## src/rtl/ld_align_unit.sv

```systemverilog
// Load-data unit: one or two word-aligned reads per load, beat merge, sign/zero extension.
// Latency: accept N -> out_valid at N+2 (one beat) or N+3 (two beats), +1 per memory wait cycle; illegal type N+1.
// Backpressure: req_ready only in IDLE; mem_rd held until mem_rvalid; out_valid is a one-cycle pulse (no stall).
//
// Ports:
//   clock, reset        rising-edge clock, asynchronous active-low reset
//   req_valid/ready     load request handshake; req_addr byte address, ir[14:12] load type
//   mem_rd/mem_addr     read strobe and word-aligned beat address
//   mem_rvalid/rdata    read data return (little-endian)
//   out_valid/data/fault  registered result, fault flags an illegal load type
module ld_align_unit #(
  parameter int XLEN = 32,
  parameter int AW   = 32
) (
  input  logic            clock,
  input  logic            reset,
  input  logic            req_valid,
  output logic            req_ready,
  input  logic [AW-1:0]   req_addr,
  input  logic [31:0]     ir,
  output logic            mem_rd,
  output logic [AW-1:0]   mem_addr,
  input  logic            mem_rvalid,
  input  logic [XLEN-1:0] mem_rdata,
  output logic            out_valid,
  output logic [XLEN-1:0] out_data,
  output logic            out_fault
);

  localparam int NB = XLEN / 8;
  localparam int OW = $clog2(NB);

  typedef enum logic [1:0] {IDLE, RD0, RD1, RESP} state_t;

  state_t state_q, state_d;

  // Captured request
  logic [OW-1:0]   off_q;
  logic [3:0]      size_q;
  logic            sgn_q;
  logic            split_q;
  logic [XLEN-1:0] lo_q;

  // Request decode (combinational, used only in the accept cycle)
  logic [3:0]    dec_size;
  logic          dec_sgn;
  logic          dec_legal;
  logic [OW-1:0] req_off;
  logic [AW-1:0] req_base;
  logic [4:0]    req_span;
  logic          req_split;

  // Only the funct3 field of the instruction matters here.
  logic unused_ir;
  assign unused_ir = ^{ir[31:15], ir[11:0]};

  always_comb begin
    dec_size  = 4'd0;
    dec_sgn   = 1'b0;
    dec_legal = 1'b0;
    case (ir[14:12])
      3'b000: begin dec_size = 4'd1; dec_sgn = 1'b1; dec_legal = 1'b1; end
      3'b100: begin dec_size = 4'd1; dec_legal = 1'b1; end
      3'b001: begin dec_size = 4'd2; dec_sgn = 1'b1; dec_legal = 1'b1; end
      3'b101: begin dec_size = 4'd2; dec_legal = 1'b1; end
      // LW only needs extension when the word is narrower than XLEN.
      3'b010: begin dec_size = 4'd4; dec_sgn = (XLEN == 64); dec_legal = 1'b1; end
      3'b011: begin
        if (XLEN == 64) begin dec_size = 4'd8; dec_legal = 1'b1; end
      end
      3'b110: begin
        if (XLEN == 64) begin dec_size = 4'd4; dec_legal = 1'b1; end
      end
      default: ;
    endcase
  end

  assign req_off   = req_addr[OW-1:0];
  assign req_base  = {req_addr[AW-1:OW], {OW{1'b0}}};
  assign req_span  = 5'(req_off) + 5'(dec_size);
  assign req_split = (req_span > 5'(NB));

  // Merge: the incoming beat is combined with the stored low beat so the
  // result can be registered in the same cycle the last beat arrives.
  logic [XLEN-1:0]   beat_lo, beat_hi;
  logic [2*XLEN-1:0] win;
  logic [XLEN-1:0]   merged;
  logic              msb;

  always_comb begin
    beat_lo = (state_q == RD0) ? mem_rdata : lo_q;
    beat_hi = (state_q == RD1) ? mem_rdata : '0;
    win     = {beat_hi, beat_lo} >> {off_q, 3'b000};
    case (size_q)
      4'd1:    msb = win[7];
      4'd2:    msb = win[15];
      4'd4:    msb = win[31];
      default: msb = win[XLEN-1];
    endcase
    merged = '0;
    for (int i = 0; i < NB; i++) begin
      merged[8*i +: 8] = (4'(i) < size_q) ? win[8*i +: 8] : {8{msb & sgn_q}};
    end
  end

  // Next state and state-derived outputs
  always_comb begin
    state_d   = state_q;
    req_ready = 1'b0;
    mem_rd    = 1'b0;
    out_valid = 1'b0;
    case (state_q)
      IDLE: begin
        req_ready = 1'b1;
        if (req_valid) state_d = dec_legal ? RD0 : RESP;
      end
      RD0: begin
        mem_rd = 1'b1;
        if (mem_rvalid) state_d = split_q ? RD1 : RESP;
      end
      RD1: begin
        mem_rd = 1'b1;
        if (mem_rvalid) state_d = RESP;
      end
      RESP: begin
        out_valid = 1'b1;
        state_d   = IDLE;
      end
      default: state_d = IDLE;
    endcase
  end

  always_ff @(posedge clock or negedge reset) begin
    if (!reset) begin
      state_q   <= IDLE;
      off_q     <= '0;
      size_q    <= '0;
      sgn_q     <= 1'b0;
      split_q   <= 1'b0;
      lo_q      <= '0;
      mem_addr  <= '0;
      out_data  <= '0;
      out_fault <= 1'b0;
    end else begin
      state_q <= state_d;
      case (state_q)
        IDLE: begin
          if (req_valid) begin
            off_q   <= req_off;
            size_q  <= dec_size;
            sgn_q   <= dec_sgn;
            split_q <= req_split;
            if (dec_legal) begin
              mem_addr <= req_base;
            end else begin
              out_data  <= '0;
              out_fault <= 1'b1;
            end
          end
        end
        RD0: begin
          if (mem_rvalid) begin
            lo_q <= mem_rdata;
            if (split_q) begin
              // Next word; wraps modulo 2^AW by width truncation.
              mem_addr <= mem_addr + AW'(NB);
            end else begin
              out_data  <= merged;
              out_fault <= 1'b0;
            end
          end
        end
        RD1: begin
          if (mem_rvalid) begin
            out_data  <= merged;
            out_fault <= 1'b0;
          end
        end
        default: ;
      endcase
    end
  end

endmodule

```

## config.mk

```make
export PLATFORM = sky130hd
export DESIGN_NAME = ld_align_unit
export DESIGN_NICKNAME = d
export VERILOG_FILES = /design/src/rtl/ld_align_unit.sv
export SDC_FILE = /design/constraint.sdc
export NUM_CORES = 1
export LEC_CHECK = 0
export CAP_MARGIN = 0
export CORE_MARGIN = 10
export CORE_UTILIZATION = 35
export DETAILED_ROUTE_END_ITERATION = 16
export PLACE_DENSITY = 0.66
export SLEW_MARGIN = 10
export SYNTH_ARGS = -nofsm -noshare
export SYNTH_HDL_FRONTEND = slang
export SYNTH_SLANG_ARGS = --single-unit
```

## constraint.sdc

```tcl
create_clock -name clock -period 3 [get_ports clock]
set_clock_uncertainty 0.15 [all_clocks]
set_input_delay 0.6 -clock clock [delete_from_list [all_inputs] [get_ports clock]]
set_output_delay 0.6 -clock clock [all_outputs]
set_load 0.005 [all_outputs]
```

==> flow_metrics.env, run 1 <==
export IMPL_die_area_um2=24020
export IMPL_switching_share_pct=42.09
export IMPL_synth_cell_types=71
export IMPL_setup_viol=0
export IMPL_slew_headroom_pct=60.38
export IMPL_max_cap_violations=0
export IMPL_tightest_slew_ps=594.4
export IMPL_drc=0
export IMPL_wl_per_cell_um=19.28
export IMPL_p_switching_mw=3.917
export IMPL_root_buffer="clkbuf_16"
export IMPL_drt_wl_total_um=19610
export IMPL_port_buffers=136
export IMPL_path_cells="inv_1 -> ha_1 -> clkdlybuf4s50_1"
export IMPL_hold_violations=0
export IMPL_crit_path_top_delay_cell="clkdlybuf4s50_1"
export IMPL_max_freq_ghz=0.3843
export IMPL_postLayoutCoreUtil_pct=46.86
export IMPL_synth_most_common_cell="dfrtp_1"
export IMPL_powerDensity_nw_per_um2=1106
export IMPL_final_cell_area_um2=8417
export IMPL_status="finished clean"
export IMPL_rsz0062_at_grt="no"
export IMPL_vias=5782
export IMPL_ys_top_cells_by_count="dfrtp_1 (104), nand2_1 (70), mux2i_1 (42)"
export IMPL_cts_buffer_depth=2
export IMPL_layout_min_cycle_time_ps=2602
export IMPL_rows=49
export IMPL_synthCells=653
export IMPL_p_leak_nw=3.413
export IMPL_grt_first_pass_wirelength_um=31260
export IMPL_grt_start_max_net_pins=43
export IMPL_antenna_cells=0
export IMPL_grt_pass1_vias=5639
export IMPL_share_seq_of_total_power_pct=29.3
export IMPL_path_class="flop to output port"
export IMPL_area_delta_synth_final_pct=31.98
export IMPL_viasPerCell=5.685
export IMPL_required_ps=2250
export IMPL_core_area_um2=17960
export IMPL_cts_hold_buf=0
export IMPL_yosysWarningCount=0
export IMPL_place_gp_congestion=0.8410
export IMPL_hold_path_class="input pin to asynchronous set/reset pin"
export IMPL_synthesis_area_um2=6377
export IMPL_clk_pin_slew_ps=70
export IMPL_synth_seq_cells=104
export IMPL_drv_slew=0
export IMPL_ios=168
export IMPL_cts_setup_buffers=0
export IMPL_synth_async_sr_flop_share_pct=100.0
export IMPL_cp_top_family="buffers and inverters"
export IMPL_yosysTopAreaCellShare_pct=40.81
export IMPL_drtIter0Drc=346
export IMPL_die_height_um=155.0
export IMPL_p_int_mw=5.390
export IMPL_hpwlAfterDp_um=14640
export IMPL_ctsResizeCount=0
export IMPL_yosys_top_cells_area="dfrtp_1 (41%), mux2i_1 (6.6%), mux2_2 (6.5%), nand2_1 (4.1%), o21ai_0 (3.0%)"
export IMPL_cts_num_sinks=104
export IMPL_worstPathArrival_ps=1850
export IMPL_timing_final_crit_share_pct=86.74
export IMPL_synth_top_cell_by_area="dfrtp_1"
export IMPL_firstDrtPassIters=6
export IMPL_peakVddDrop_uv=420.8
export IMPL_final_antenna_net_count=0
export IMPL_clkLatencyLatePin_ps=360
export IMPL_synthFlopType="dfrtp_1"
export IMPL_crit_fanout=9
export IMPL_tns_ps=0
export IMPL_grt_ovfl_total=0
export IMPL_cp_slowest_stage_delay_ps=580
export IMPL_dp_cells=1001
export IMPL_cts_tree="built"
export IMPL_avgSynthCellArea_um2=9.766
export IMPL_clockPowerShare_pct=14.2
export IMPL_cp_start_kind="flop"
export IMPL_initial_utilization_pct=35.50
export IMPL_combPwrFrac_pct=56.5
export IMPL_critPathBufInv=2
export IMPL_seq_area_frac_synth_pct=40.81
export IMPL_layout_drive_gt1_share_pct=13.20
export IMPL_setup_worst_path_end_class="output port"
export IMPL_die_w_um=155.0
export IMPL_fin_nets=891
export IMPL_stdcell_count=1017
export IMPL_cts_max_level=3
export IMPL_antenna_found_initial=0
export IMPL_dpl_cell_area_um2=8088
export IMPL_cts_buffers=9
export IMPL_grt_use_total_pct=16.07
export IMPL_synth_edf_count=0
[stage by stage]
stage	worst slack (ps)	power [mW]	hold WS (ps)
floorplan	748.2	5.875	154.4
global placement	198.4	7.917	320.7
detailed placement	210.5	8.004	325.8
CTS	376.2	9.352	112.2
global route	271.2	10.03	129.3
finish	397.9	9.308	84.30
[registers in the layout (all words and copies together) (netlist names)]
name / count
lo_q: 32
mem_addr: 30
off_q: 2
out_data: 32
out_fault: 1
sgn_q: 1
size_q: 3
split_q: 1
state_q: 2
[layout by cell type (no fill, tap or decap), types with 10 or more instances in the layout]
| cell type | count |
|---|---|
| nand3_1 | 31 |
| inv_1 | 10 |
| o2bb2ai_1 | 14 |
| dfrtp_1 | 103 |
| o21ai_1 | 18 |
| mux2_2 | 37 |
| nand2_1 | 70 |
| buf_4 | 28 |
| nor3_1 | 12 |
| nor2b_1 | 11 |
| o21ai_0 | 38 |
| mux2i_1 | 42 |
| nor2_1 | 17 |
| clkdlybuf4s50_1 | 135 |
| a21oi_1 | 25 |
| a22oi_1 | 25 |
[metal layers]
| layer | vias to the layer above | share of wire (%) | wire length [um] | GRT usage, % |
|---|---|---|---|---|
| li1 | 2751 | - | - | - |
| met5 | - | 0 | 0 | 0 |
| met1 | 2801 | 46 | 8924 | 21.91 |
| met4 | 0 | 1.3 | 261 | 4.453 |
| met2 | 211 | 45 | 8821 | 24.26 |
| met3 | 19 | 8.2 | 1603 | 4.577 |
[logic make-up (layout without fill, tap and decap cells)]
group | Yosys count | after routing | synth area share [%]
DFF | 104 | 104 | 40.81
AOI/OAI and AO/OA | 200 | 200 | 22.01
adders and majority gates | 8 | 8 | 1.687
muxes | 87 | 87 | 15.77
buffers and inverters | 61 | 195 | 4.316
xor gates and xnor gates | 2 | 2 | 0.2747
and+or+nand+nor | 190 | 190 | 15.07
other | 1 | 2 | 0.05880
[power by group through the flow]
stage | combinational (mW) | clock, mW | sequential (mW)
floorplan | 3.32 | 0 | 2.55
global placement | 5.20 | 0 | 2.72
detailed placement | 5.25 | 0 | 2.75
CTS | 5.27 | 1.36 | 2.72
global route | 5.79 | 1.40 | 2.84
finish | 5.26 | 1.32 | 2.73
[worst paths after layout]
kind                              from            to  slack, ps  cells after the start
min in group clock         out_data[1]   out_data[1]        340                      1
max in group asynchronous        reset      lo_q[17]       1880                      2
max                         state_q[0]     req_ready        400                      3
min reg2reg                out_data[1]   out_data[1]        340                      1
min                              reset  mem_addr[14]         80                      1
max reg2reg                 state_q[1]  out_data[12]        420                      7
[area by class of cell]
type | instances | area, um^2
clock inverter | 6 | 90.09
multi-input combinational | 489 | 3511
timing repair buffer | 167 | 1642
inverter | 12 | 45.04
fill | 1752 | 9547
sequential | 104 | 2604
clock buffer | 10 | 239.0
tap | 229 | 286.5
No activity file was read; power rests on OpenSTA's default activity.
==> run 2: changes to the inputs <==
- ABC_CLOCK_PERIOD_IN_PS: not set -> 3000
==> results of run 2 <==
The final DEF is identical to that of run 1; final timing and power are the same.
